<file path="src/rtl/tiny_dnn_pkg.sv">
// Shared types and default sizing for the tiny_dnn host-side command sequencer.
// Sizing assumes F_NUM*F_SIZE == 2**AW so the weight-load counter wraps exactly once per load.
package tiny_dnn_pkg;

  localparam int F_NUM  = 16;
  localparam int F_SIZE = 512;
  localparam int AW     = 13;
  localparam int DRAIN  = 2;

  localparam int WL = $clog2(F_SIZE);
  localparam int IL = $clog2(F_NUM);
  localparam int DL = $clog2(DRAIN + 1);

  localparam logic OP_LOAD = 1'b0;
  localparam logic OP_RUN  = 1'b1;

  typedef enum logic [2:0] {
    ST_IDLE,
    ST_LOAD,
    ST_INIT,
    ST_RUN,
    ST_DRAIN,
    ST_RD_ADDR,
    ST_RD_WAIT,
    ST_RD_OUT
  } seq_state_t;

endpackage

</file>
<file path="src/rtl/tiny_dnn_seq.sv">
// Host-side initiator for the tiny_dnn accelerator: turns weight/activation streams into
// write/init/exec command sequences and reads F_NUM results back. Optional ReLU on readback
// is enabled by defining TINY_DNN_SEQ_RELU_EN.
module tiny_dnn_seq
  import tiny_dnn_pkg::*;
(
  input  logic          clk,
  input  logic          rst_n,
  input  logic          start,
  input  logic          op,
  output logic          busy,
  output logic          done,
  input  logic          s_valid,
  output logic          s_ready,
  input  logic [31:0]   s_data,
  output logic          m_valid,
  input  logic          m_ready,
  output logic [31:0]   m_data,
  output logic          dnn_write,
  output logic          dnn_init,
  output logic          dnn_exec,
  output logic [AW-1:0] dnn_a,
  output logic [31:0]   dnn_d,
  input  logic [31:0]   dnn_x
);

  seq_state_t    state_q, state_d;
  logic [AW-1:0] wcnt_q, wcnt_d;
  logic [WL-1:0] rcnt_q, rcnt_d;
  logic [IL-1:0] idx_q, idx_d;
  logic [DL-1:0] dcnt_q, dcnt_d;

  logic          done_d, m_valid_d, write_d, init_d, exec_d;
  logic [31:0]   m_data_d, d_d;
  logic [AW-1:0] a_d;
  logic [31:0]   rd_word;
  logic          s_hs, m_hs;

  assign busy    = (state_q != ST_IDLE);
  assign s_ready = (state_q == ST_LOAD) || (state_q == ST_RUN);
  assign s_hs    = s_valid && s_ready;
  assign m_hs    = m_valid && m_ready;

`ifdef TINY_DNN_SEQ_RELU_EN
  assign rd_word = dnn_x[31] ? 32'h0 : dnn_x;
`else
  assign rd_word = dnn_x;
`endif

  // Every accelerator-facing output is computed here as a next value and registered below,
  // so the strobes, address and data always change together on the clock edge.
  always_comb begin
    // NOTE: every signal gets a default before the case so no path leaves one unassigned,
    // which would otherwise infer a latch.
    state_d   = state_q;
    wcnt_d    = wcnt_q;
    rcnt_d    = rcnt_q;
    idx_d     = idx_q;
    dcnt_d    = dcnt_q;
    done_d    = 1'b0;
    m_valid_d = m_valid;
    m_data_d  = m_data;
    write_d   = 1'b0;
    init_d    = 1'b0;
    exec_d    = 1'b0;
    a_d       = dnn_a;
    d_d       = dnn_d;

    unique case (state_q)
      ST_IDLE: begin
        if (start) begin
          if (op == OP_RUN) begin
            state_d = ST_INIT;
            init_d  = 1'b1;
            rcnt_d  = '0;
          end else begin
            state_d = ST_LOAD;
            wcnt_d  = '0;
          end
        end
      end

      ST_LOAD: begin
        if (s_hs) begin
          write_d = 1'b1;
          a_d     = wcnt_q;
          d_d     = s_data;
          wcnt_d  = wcnt_q + AW'(1);
          if (wcnt_q == {AW{1'b1}}) begin
            done_d  = 1'b1;
            state_d = ST_IDLE;
          end
        end
      end

      ST_INIT: begin
        state_d = ST_RUN;
      end

      ST_RUN: begin
        if (s_hs) begin
          exec_d = 1'b1;
          a_d    = AW'(rcnt_q);
          d_d    = s_data;
          rcnt_d = rcnt_q + WL'(1);
          if (rcnt_q == WL'(F_SIZE - 1)) begin
            state_d = ST_DRAIN;
            dcnt_d  = '0;
          end
        end
      end

      // The first DRAIN cycle still carries the final exec strobe; DRAIN idle cycles follow it.
      ST_DRAIN: begin
        if (dcnt_q == DL'(DRAIN)) begin
          state_d = ST_RD_ADDR;
          dcnt_d  = '0;
          idx_d   = '0;
          a_d     = '0;
        end else begin
          dcnt_d = dcnt_q + DL'(1);
        end
      end

      ST_RD_ADDR: begin
        state_d = ST_RD_WAIT;
      end

      // dnn_x now reflects the address presented during RD_ADDR.
      ST_RD_WAIT: begin
        m_data_d  = rd_word;
        m_valid_d = 1'b1;
        state_d   = ST_RD_OUT;
      end

      ST_RD_OUT: begin
        if (m_hs) begin
          m_valid_d = 1'b0;
          idx_d     = idx_q + IL'(1);
          if (idx_q == IL'(F_NUM - 1)) begin
            done_d  = 1'b1;
            state_d = ST_IDLE;
          end else begin
            state_d = ST_RD_ADDR;
            a_d     = AW'(idx_d);
          end
        end
      end

      default: begin
        state_d = ST_IDLE;
      end
    endcase
  end

  always_ff @(posedge clk or negedge rst_n) begin
    if (!rst_n) begin
      state_q   <= ST_IDLE;
      wcnt_q    <= '0;
      rcnt_q    <= '0;
      idx_q     <= '0;
      dcnt_q    <= '0;
      done      <= 1'b0;
      m_valid   <= 1'b0;
      m_data    <= '0;
      dnn_write <= 1'b0;
      dnn_init  <= 1'b0;
      dnn_exec  <= 1'b0;
      dnn_a     <= '0;
      dnn_d     <= '0;
    end else begin
      // NOTE: non-blocking assignments here so every register samples pre-edge values,
      // independent of statement order.
      state_q   <= state_d;
      wcnt_q    <= wcnt_d;
      rcnt_q    <= rcnt_d;
      idx_q     <= idx_d;
      dcnt_q    <= dcnt_d;
      done      <= done_d;
      m_valid   <= m_valid_d;
      m_data    <= m_data_d;
      dnn_write <= write_d;
      dnn_init  <= init_d;
      dnn_exec  <= exec_d;
      dnn_a     <= a_d;
      dnn_d     <= d_d;
    end
  end

endmodule

</file>
<file path="config.mk">
export PLATFORM = sky130hd
export DESIGN_NAME = tiny_dnn_seq
export DESIGN_NICKNAME = d
export VERILOG_FILES = /design/src/rtl/tiny_dnn_pkg.sv /design/src/rtl/tiny_dnn_seq.sv
export SDC_FILE = /design/constraint.sdc
export NUM_CORES = 1
export LEC_CHECK = 0
export ABC_CLOCK_PERIOD_IN_PS = 5500
export BUFFER_PORTS_ARGS = -buffer_cell sky130_fd_sc_hd__buf_2
export CORE_MARGIN = 2
export CORE_UTILIZATION = 40
export DETAILED_ROUTE_END_ITERATION = 12
export PLACE_DENSITY = 0.66
export SLEW_MARGIN = 20
export SYNTH_ARGS = -nofsm -noshare
export SYNTH_HDL_FRONTEND = slang
export SYNTH_SLANG_ARGS = --single-unit
export TNS_END_PERCENT = 20
</file>
<file path="constraint.sdc">
create_clock -name clk -period 5.5 [get_ports clk]
set_clock_uncertainty 0.2 [all_clocks]
set_input_delay 1.1 -clock clk [delete_from_list [all_inputs] [get_ports clk]]
set_output_delay 1.1 -clock clk [all_outputs]
set_load 0.005 [all_outputs]
</file>
==> metrics.md, run 1 <==
| Metric | Value |
|---|---|
| Outcome | `finished clean` |
| Fmax | `315 MHz` |
| Initial DRC Count | `191` |
| H-tree depth | `4` |
| Sw Share | `29.6%` |
| I/O pins | `154` |
| Root Buffer | `clkbuf_16` |
| Die Width | `116 µm` |
| Area post-placement | `5930 µm²` |
| Share of layout cells above drive strength 1 | `45.5%` |
| WS Path Type | `reg2out` |
| Worst skew pair latency | `410 ps` |
| # clock sinks | `113` |
| Final HPWL DP | `8550 µm` |
| GRT met2 Usage | `29.1%` |
| Post-CTS sizing | `0` |
| Sequential share of power | `39.6%` |
| Layout area overhead | `29.7%` |
| Async set or reset register ratio after synthesis | `100%` |
| Hold EP | `m_data[8]` |
| Total Power | `3.03 mW` |
| Post-route ant nets | `0` |
| Top FF cell, synth | `dfrtp_1` |
| Grt met3 use | `8.20%` |
| Pwr Density | `463 nW/µm²` |
| Max-slew violation count | `0` |
| Antenna cell count | `0` |
| Final count of negative-setup-slack endpoints | `0` |
| Worst min path class | `reg2reg` |
| Dpl cells | `724` |
| Worst Hold Slack | `298 ps` |
| Final Critical Period | `3180 ps` |
| Gpl congestion | `0.820` |
| Synthesized area | `5040 µm²` |
| VDD IR max | `292 µV` |
| Final period utilization | `57.8%` |
| Non-filler cells, final | `756` |
| CTS tree | `yes` |
| Num CTS Buffers | `17` |
| Actual slew at the worst max-slew pin | `979 ps` |
| Flops & latches, synth | `113` |
| Number of hold buffers added after cts | `0` |
| Worst reg2reg endpoint | `dnn_a[0]` |
| Core Util, Final | `52.4%` |
| WP data required | `4200 ps` |
| Pint | `2.13 mW` |
| Hold Fails Final Rpt | `0` |
| Fin area | `6540 µm²` |
| Hold Crit Depth | `1` |
| Comb power frac | `23.4%` |
| Clock Tree Buf Depth | `2` |
| Chip height | `116 µm` |
| Largest cells by area after synthesis | `dfrtp_1 (56%), mux2_2 (16%), o21ai_0 (2.8%)` |
| Pleak | `3.07 nW` |
| RSZ-0062 raised after global routing | `false` |
| Top cell type by total area after synthesis | `dfrtp_1` |
| Post-CTS setup buffers | `0` |
| Via Count | `3860` |
| Synth warn | `0` |
| Core Box Area | `12500 µm²` |
| Number of global-route vias before repair | `3904` |
| Drt wl/cell | `16.0 µm` |
| M1 GR Usage | `23.1%` |
| TNS Setup | `0 ps` |
| Num rows | `41` |
| Reg2Reg Depth | `4` |
| Place WS | `2340 ps` |
| Total global routing overflow | `0` |
| Critical Path Start Type | `register` |
| Crit. End Element | `primary output` |
| Post-synth EDFFs | `0` |
| Largest net degree at the start of global routing | `66` |
| Clk pwr share | `37.0%` |
| Synthesized area per cell | `12.0 µm²` |
| First-pass GRT wire length | `19600 µm` |
| Arr. time, crit path | `1880 ps` |
| Sequential share of the synthesized area | `56.1%` |
| Worst Hold Launch | `m_data[8]` |
| Global routing's busiest layer | `met2` |
| Post-Synthesis Cells | `421` |
| DRT Wirelength | `12100 µm` |
| Yosys cell types | `50` |
| Die Footprint | `13500 µm²` |
| First-pass iteration count of the detailed router | `4` |
| DRC viols | `0` |
| Top cell type's share of synthesized area | `56.1%` |
| Initial antenna violation count | `0` |
| Worst relative slew slack | `34.7%` |
| Reg2reg setup slack | `2490 ps` |
| IO Port Bufs | `153` |
| Fin nets | `645` |
| Crit Reg-Reg Startpoint | `state_q[2]` |
| P_sw | `896 µW` |
| Net Count, Synth | `495` |
| Max Cap Viol | `0` |
| CP Max Fanout | `36` |
| Initial Utilization | `40.4%` |
| Vias per Instance | `5.11` |
| Clock transition at the registers of the reported paths | `60 ps` |
| Final worst setup slack | `2320 ps` |
| Total GRT Usage | `19.0%` |
==> flip-flops by register name (all words and copies together), names as in the netlist, 2 cells and up <==
name / flops
wcnt_q: 13
rcnt_q: 9
state_q: 3
dcnt_q: 2
dnn_d: 32
m_data: 32
dnn_a: 13
idx_q: 4
==> cell usage after synthesis, drive strengths merged (8+ instances only) <==
master,n
inv,14
nand3,16
mux2,72
nor2,14
mux2i,8
a31oi,8
a21oi,13
o21ai,28
buf,15
nand2,24
clkbuf,9
dfrtp,113
==> cells in the final DEF (no fill, tap or decap), drive strengths merged, types with 2 or more instances in the layout <==
cell type  count
clkinvlp       5
buf          155
mux2i          8
o31ai          7
a22oi          5
or3            3
a211oi         3
xnor2          3
mux2          72
nor2          14
a41oi          2
and3           7
a21oi         13
a311oi         2
nor2b          5
a31oi          8
and4           2
dfrtp        113
clkbuf        17
or2            2
nand2b         4
nand3         16
and2           5
inv           17
nand2         24
or3b           3
nor3b          2
nand4          5
o21ai         28
a22o           6
clkinv         4
ha             4
bufinv         3
or4            4
==> cells by family (layout without fill, tap and decap cells) <==
kind of cell             count (synthesis)  in the layout  share of synthesized area, %
flip-flops                             113            113                          56.1
buffers and inverters                   38            201                          3.30
AND/OR/NAND/NOR                         99             99                          10.6
XOR/XNOR                                 4              4                         0.695
AO/OA/AOI/OAI                           83             83                          10.6
multiplexers                            80             80                          17.7
adder cells (fa/ha/maj)                  4              4                         0.993
==> area by class of cell <==
type	count	area (µm²)
Clock buffer	17	425
Multi-Input combinational cell	270	2050
Inverter	14	52.6
Timing Repair Buffer	155	783
Fill cell	1099	5930
Sequential cell	113	2830
Tap cell	172	215
Clock inverter	15	185
==> routing by layer <==
| layer | vias to the layer above | part of all wire, % |
|---|---|---|
| li1 | 1831 | - |
| met1 | 1858 | 41 |
| met2 | 158 | 47 |
| met3 | 13 | 10 |
| met4 | 0 | 1.3 |
| met5 | - | 0 |
==> power by group through the flow <==
| stage | Sequential, mW | Combinational (mW) | Clock [mW] |
|---|---|---|---|
| global route | 1.23 | 0.782 | 1.19 |
| finish | 1.20 | 0.707 | 1.12 |
| global placement | 1.20 | 0.697 | 0 |
| detailed placement | 1.21 | 0.718 | 0 |
| floorplan | 1.17 | 0.437 | 0 |
| CTS | 1.20 | 0.721 | 1.15 |
==> worst max-delay path by stage <==
stage | from | endpoint | slack, ps | cells after the start
after CTS | state_q[0] | s_ready | 2330 | 2
after detailed placement | s_valid | dnn_a[0] | 2340 | 5
after global placement | s_valid | dnn_a[7] | 2400 | 5
after floorplan | state_q[0] | busy | 2830 | 5
final | state_q[0] | s_ready | 2320 | 2
after global routing | state_q[0] | s_ready | 2180 | 2
==> critical path, cell delays in order, from the launching register on <==
cell and delay (ps):
dfrtp_1 940, nor2b_1 350, buf_2 180
(Power assumes the default switching activity.)
==> run 2, diff against run 1 <==
ABC_CLOCK_PERIOD_IN_PS = 3300   (was 5500)
clock period = 3.3 ns   (was 5.5 ns; I/O delays follow)
==> metrics.md, run 2 (synthesis results as in run 1) <==
| Metric | Value |
|---|---|
| Post-route ant nets | `0 (unchanged)` |
| Num CTS Buffers | `17 (unchanged)` |
| Uppermost layer routed | `met4` |
| Share of layout cells above drive strength 1 | `45.6% (about the same)` |
| Largest net degree at the start of global routing | `61 (-7.6%)` |
| Final count of negative-setup-slack endpoints | `0 (unchanged)` |
| Met1 wire length | `5260 µm (+5.5%)` |
| Post-CTS sizing | `0 (unchanged)` |
| Met2 WL | `5690 µm (-1.1%)` |
| Actual slew at the worst max-slew pin | `915 ps (-64.2 ps)` |
| CTS tree | `yes` |
| Vias per Instance | `5.09 (-0.25%)` |
| Total global routing overflow | `0 (unchanged)` |
| I/O pins | `154 (unchanged)` |
| Metal3 WL | `1010 µm (-18%)` |
| Initial antenna violation count | `0 (unchanged)` |
| H-tree depth | `4 (unchanged)` |
| Critical Path Start Type | `register` |
| # clock sinks | `113 (unchanged)` |
| Biggest regs | `dnn_d (32), m_data (32)` |
| Root Buffer | `clkbuf_16` |
| Final period utilization | `82.6%` |
| Chip height | `116 µm (unchanged)` |
| Fmax | `367 MHz` |
| Post-CTS setup buffers | `0 (unchanged)` |
| Via Count | `3881 (+0.54%)` |
| Non-filler cells, final | `762 (+0.79%)` |
| Antenna cell count | `0 (unchanged)` |
| Dpl cells | `731 (+0.97%)` |
| Pleak | `3.08 nW (+0.19%)` |
| First-pass GRT wire length | `19100 µm (-2.5%)` |
| Final-layout fill cell count | `1114 (+1.4%)` |
| Number of hold buffers added after cts | `0 (unchanged)` |
| Total GRT Usage | `18.6% (-0.39 points)` |
| Die Width | `116 µm (unchanged)` |
| Layout area overhead | `29.3%` |
| Num rows | `41 (unchanged)` |
| Pwr Density | `747 nW/µm² (+61%)` |
| TNS Setup | `0 ps (unchanged)` |
| Max-slew violation count | `0 (unchanged)` |
| Commonest non-fill, non-tap cells in the layout | `buf_2 (152), dfrtp_1 (113), mux2_2 (72), o21ai_0 (28), nand2_1 (24)` |
| Reg2Reg Depth | `4 (unchanged)` |
| Worst min path class | `in2async` |
| Outcome | `finished clean` |
| Crit. End Element | `primary output` |
| IO Port Bufs | `153 (unchanged)` |
| Hold Fails Final Rpt | `0 (unchanged)` |
| Final HPWL DP | `8610 µm (+0.76%)` |
| CP Max Fanout | `36 (unchanged)` |
| Initial DRC Count | `134 (-30%)` |
| DRT Wirelength | `12100 µm (-0.40%)` |
| VDD IR max | `451 µV (+55%)` |
| Drt wl/cell | `15.9 µm (-1.2%)` |
| RSZ-0062 raised after global routing | `false` |
| Final Critical Period | `2730 ps` |
| Fin nets | `652 (+1.1%)` |
| Initial Utilization | `40.4% (unchanged)` |
| Clock Tree Buf Depth | `2 (unchanged)` |
| Total Power | `4.87 mW (+61%)` |
| First-pass iteration count of the detailed router | `4 (unchanged)` |
| Number of global-route vias before repair | `3877 (-0.69%)` |
| Max Cap Viol | `0 (unchanged)` |
| Arr. time, crit path | `1870 ps (about the same)` |
| Core Box Area | `12500 µm² (unchanged)` |
| Commonest non-fill, non-tap cell in the layout | `buf_2` |
| Gpl congestion | `0.824 (+0.54%)` |
| Clock transition at the registers of the reported paths | `50 ps (about the same)` |
| WP data required | `2440 ps (-1760 ps)` |
| DRC viols | `0 (unchanged)` |
| Die Footprint | `13500 µm² (unchanged)` |
| WS Path Type | `reg2out` |
| Worst relative slew slack | `39.0% (+4.3 points)` |
| Worst skew pair latency | `400 ps (about the same)` |
run 2: cell types whose count changed in the layout (fill, tap and decap cells not counted), sizes merged:
cell      delta
buf          +7
bufinv       -2
clkbuf       +4
clkinv       +1
clkinvlp     -1
inv          -3
run 2: critical path, cell delays in order, from the launching register on:
cell,delay (ps)
dfrtp_1,940
nor2b_1,340
buf_2,180
run 2: per-layer routing:
metal	track usage, %	up-vias
met5	0	-
met2	28.1	151
met3	7.78	11
li1	-	1842
met1	23.2	1877
met4	8.57	0
run 2: worst paths after layout:
path / from / end / slack, ps
min reg2reg: dnn_d[19] / dnn_d[19] / 300
max in group asynchronous: rst_n / m_data[1] / 2010
min in group clk: s_data[25] / dnn_d[25] / 280
max reg2reg: state_q[0] / wcnt_q[8] / 740
min: rst_n / done / 130
max: state_q[0] / s_ready / 570
run 2: final cells by class:
type / instances / area (µm²) / share of cell area (%)
clock buffers: 21 / 450 / 6.91
clock inverters: 10 / 88.8 / 1.36
inverters: 14 / 52.6 / 0.806
multi-input cells: 270 / 2050 / 31.4
flip-flops and latches: 113 / 2830 / 43.4
well taps: 172 / 215 / 3.30
repair buffers: 162 / 836 / 12.8
run 2: power by group:
group / switching, mW / internal [mW] / total, mW / leakage, nW
Combinational: 0.553 / 0.653 / 1.21 / 1.42
Sequential: 0.278 / 1.72 / 2.00 / 1.40
Clock: 0.618 / 1.04 / 1.66 / 0.255
Total: 1.45 / 3.42 / 4.87 / 3.08
run 2: through the flow:
stage          hold slack, ps  util (%)  instance area, µm²  setup WS, ps
6_report                  126      52.3                6520           573
5_1_grt                   181      52.3                6520           376
4_1_cts                   144      52.3                6520           537
3_5_place_dp              289      48.0                5980           763
3_3_place_gp              284      48.0                5980           788
2_1_floorplan             164         -                5040          1070
==> run 3, diff against run 2 <==
ABC_CLOCK_PERIOD_IN_PS = 2800   (was 3300)
clock period = 2.8 ns   (was 3.3 ns; I/O delays follow)
==> metrics.md, run 3 (synthesis results as in run 1) <==
| Metric | Value |
|---|---|
| CP Max Fanout | `13 (-64%)` |
| Peak per-stage delay on the critical path | `530 ps (-410 ps)` |
| Chip height | `116 µm (unchanged)` |
| Clock Tree Buf Depth | `2 (unchanged)` |
| Initial antenna violation count | `0 (unchanged)` |
| Fin nets | `657 (+0.77%)` |
| Dpl cells | `735 (+0.55%)` |
| Share of layout cells above drive strength 1 | `46.0% (+0.38 points)` |
| First-pass GRT wire length | `19500 µm (+2.3%)` |
| Pwr Density | `924 nW/µm² (+24%)` |
| Num rows | `41 (unchanged)` |
| Total GRT Usage | `19.0% (+0.39 points)` |
| Commonest non-fill, non-tap cells in the layout | `buf_2 (152), dfrtp_1 (113), mux2_2 (72), o21ai_0 (28), nand2_1 (24)` |
| Max Cap Viol | `0 (unchanged)` |
| Commonest non-fill, non-tap cell in the layout | `buf_2` |
| Core Box Area | `12500 µm² (unchanged)` |
| Gpl congestion | `0.895 (+8.6%)` |
| Crit. End Element | `primary output` |
| Number of global-route vias before repair | `3938 (+1.6%)` |
| Biggest regs | `dnn_d (32), m_data (32)` |
| WP data required | `2040 ps (-400 ps)` |
| RSZ-0062 raised after global routing | `false` |
| Layout area overhead | `32.8%` |
| Final HPWL DP | `8800 µm (+2.1%)` |
| Fin area | `6700 µm² (+2.7%)` |
| Place WS | `440 ps (-324 ps)` |
| Via Count | `3904 (+0.59%)` |
| Initial DRC Count | `174 (+30%)` |
| Final Critical Period | `2470 ps` |
| Fmax | `404 MHz` |
| DRT Wirelength | `12100 µm (+0.57%)` |
| CP cell instances | `buf_4, or3_1, buf_2` |
| I/O pins | `154 (unchanged)` |
| Core Util, Final | `53.7% (+1.4 points)` |
| Num CTS Buffers | `17 (unchanged)` |
| Area post-placement | `6020 µm² (+0.71%)` |
| Max-slew violation count | `0 (unchanged)` |
| Die Width | `116 µm (unchanged)` |
| Root Buffer | `clkbuf_16` |
| Total global routing overflow | `0 (unchanged)` |
| Hold Fails Final Rpt | `0 (unchanged)` |
| Post-route ant nets | `0 (unchanged)` |
| Slowest cell on the critical path | `dfrtp_1` |
| Worst relative slew slack | `44.5% (+5.5 points)` |
| CP delay by family, top | `flip-flops` |
| DRC viols | `0 (unchanged)` |
| # clock sinks | `113 (unchanged)` |
| Worst Hold Slack | `181 ps (+54.4 ps)` |
| Drt wl/cell | `15.8 µm (-0.21%)` |
| WP buf/inv | `2 (+1)` |
| H-tree depth | `4 (unchanged)` |
| Final worst setup slack | `325 ps (-248 ps)` |
| Non-filler cells, final | `768 (+0.79%)` |
| WS Path Type | `reg2out` |
| Antenna cell count | `0 (unchanged)` |
| TNS Setup | `0 ps (unchanged)` |
| Final period utilization | `88.4%` |
| Final count of negative-setup-slack endpoints | `0 (unchanged)` |
| Final-layout fill cell count | `1082 (-2.9%)` |
| Post-CTS setup buffers | `0 (unchanged)` |
| CTS tree | `yes` |
| Clock transition at the registers of the reported paths | `50 ps (about the same)` |
| IO Port Bufs | `153 (unchanged)` |
| Worst min path class | `in2reg` |
| Arr. time, crit path | `1710 ps (-160 ps)` |
| Worst skew pair latency | `410 ps (about the same)` |
| Actual slew at the worst max-slew pin | `832 ps (-82.7 ps)` |
| Critical Path Start Type | `register` |
| First-pass iteration count of the detailed router | `4 (unchanged)` |
| Die Footprint | `13500 µm² (unchanged)` |
| VDD IR max | `582 µV (+29%)` |
| Outcome | `finished clean` |
| Largest net degree at the start of global routing | `53 (-13%)` |
| Initial Utilization | `40.4% (unchanged)` |
| Vias per Instance | `5.08 (-0.19%)` |
| Total Power | `6.19 mW (+27%)` |
| Pleak | `3.17 nW (+3.0%)` |
run 3: cell type report:
type	count	area, µm²	area share, %
sequential	113	2830	42.2
multi-input combinational	270	2050	30.6
tap	172	215	3.21
timing repair buffer	167	888	13.3
clock buffer	24	492	7.34
clock inverter	8	174	2.60
inverter	14	52.6	0.785
run 3: timing repair:
action | 4_1_cts | 5_1_grt
resized for setup | 0 | 0
hold buffers | 1 | 0
hold endpoints to repair | 37 | 0
run 3: power breakdown:
part,total [mW],switching [mW],internal [mW]
Clock,2.40,0.722,1.67
Combinational,1.45,0.671,0.780
Sequential,2.34,0.310,2.03
Total,6.19,1.70,4.49
run 3: path summary, 6_finish.rpt:
| check | startpoint | to | slack (ps) | cells after the start |
|---|---|---|---|---|
| worst max-delay path | state_q[1] | busy | 330 | 3 |
| worst min-delay path | s_data[9] | dnn_d[9] | 180 | 2 |
| worst max register to register | state_q[0] | rcnt_q[5] | 440 | 5 |
| worst min register to register | m_data[29] | m_data[29] | 300 | 1 |
| max in group asynchronous | rst_n | m_data[16] | 1210 | 3 |
| min in group asynchronous | rst_n | dnn_write | 480 | 2 |
run 3: per-layer routing:
layer	part of all wire [%]	wire (µm)	vias up	GRT usage (%)
met5	0	0	-	0
met4	1.8	217	0	7.62
met3	8.6	1050	18	8.25
met2	47	5750	151	29.7
met1	42	5140	1881	23.2
li1	-	-	1854	-
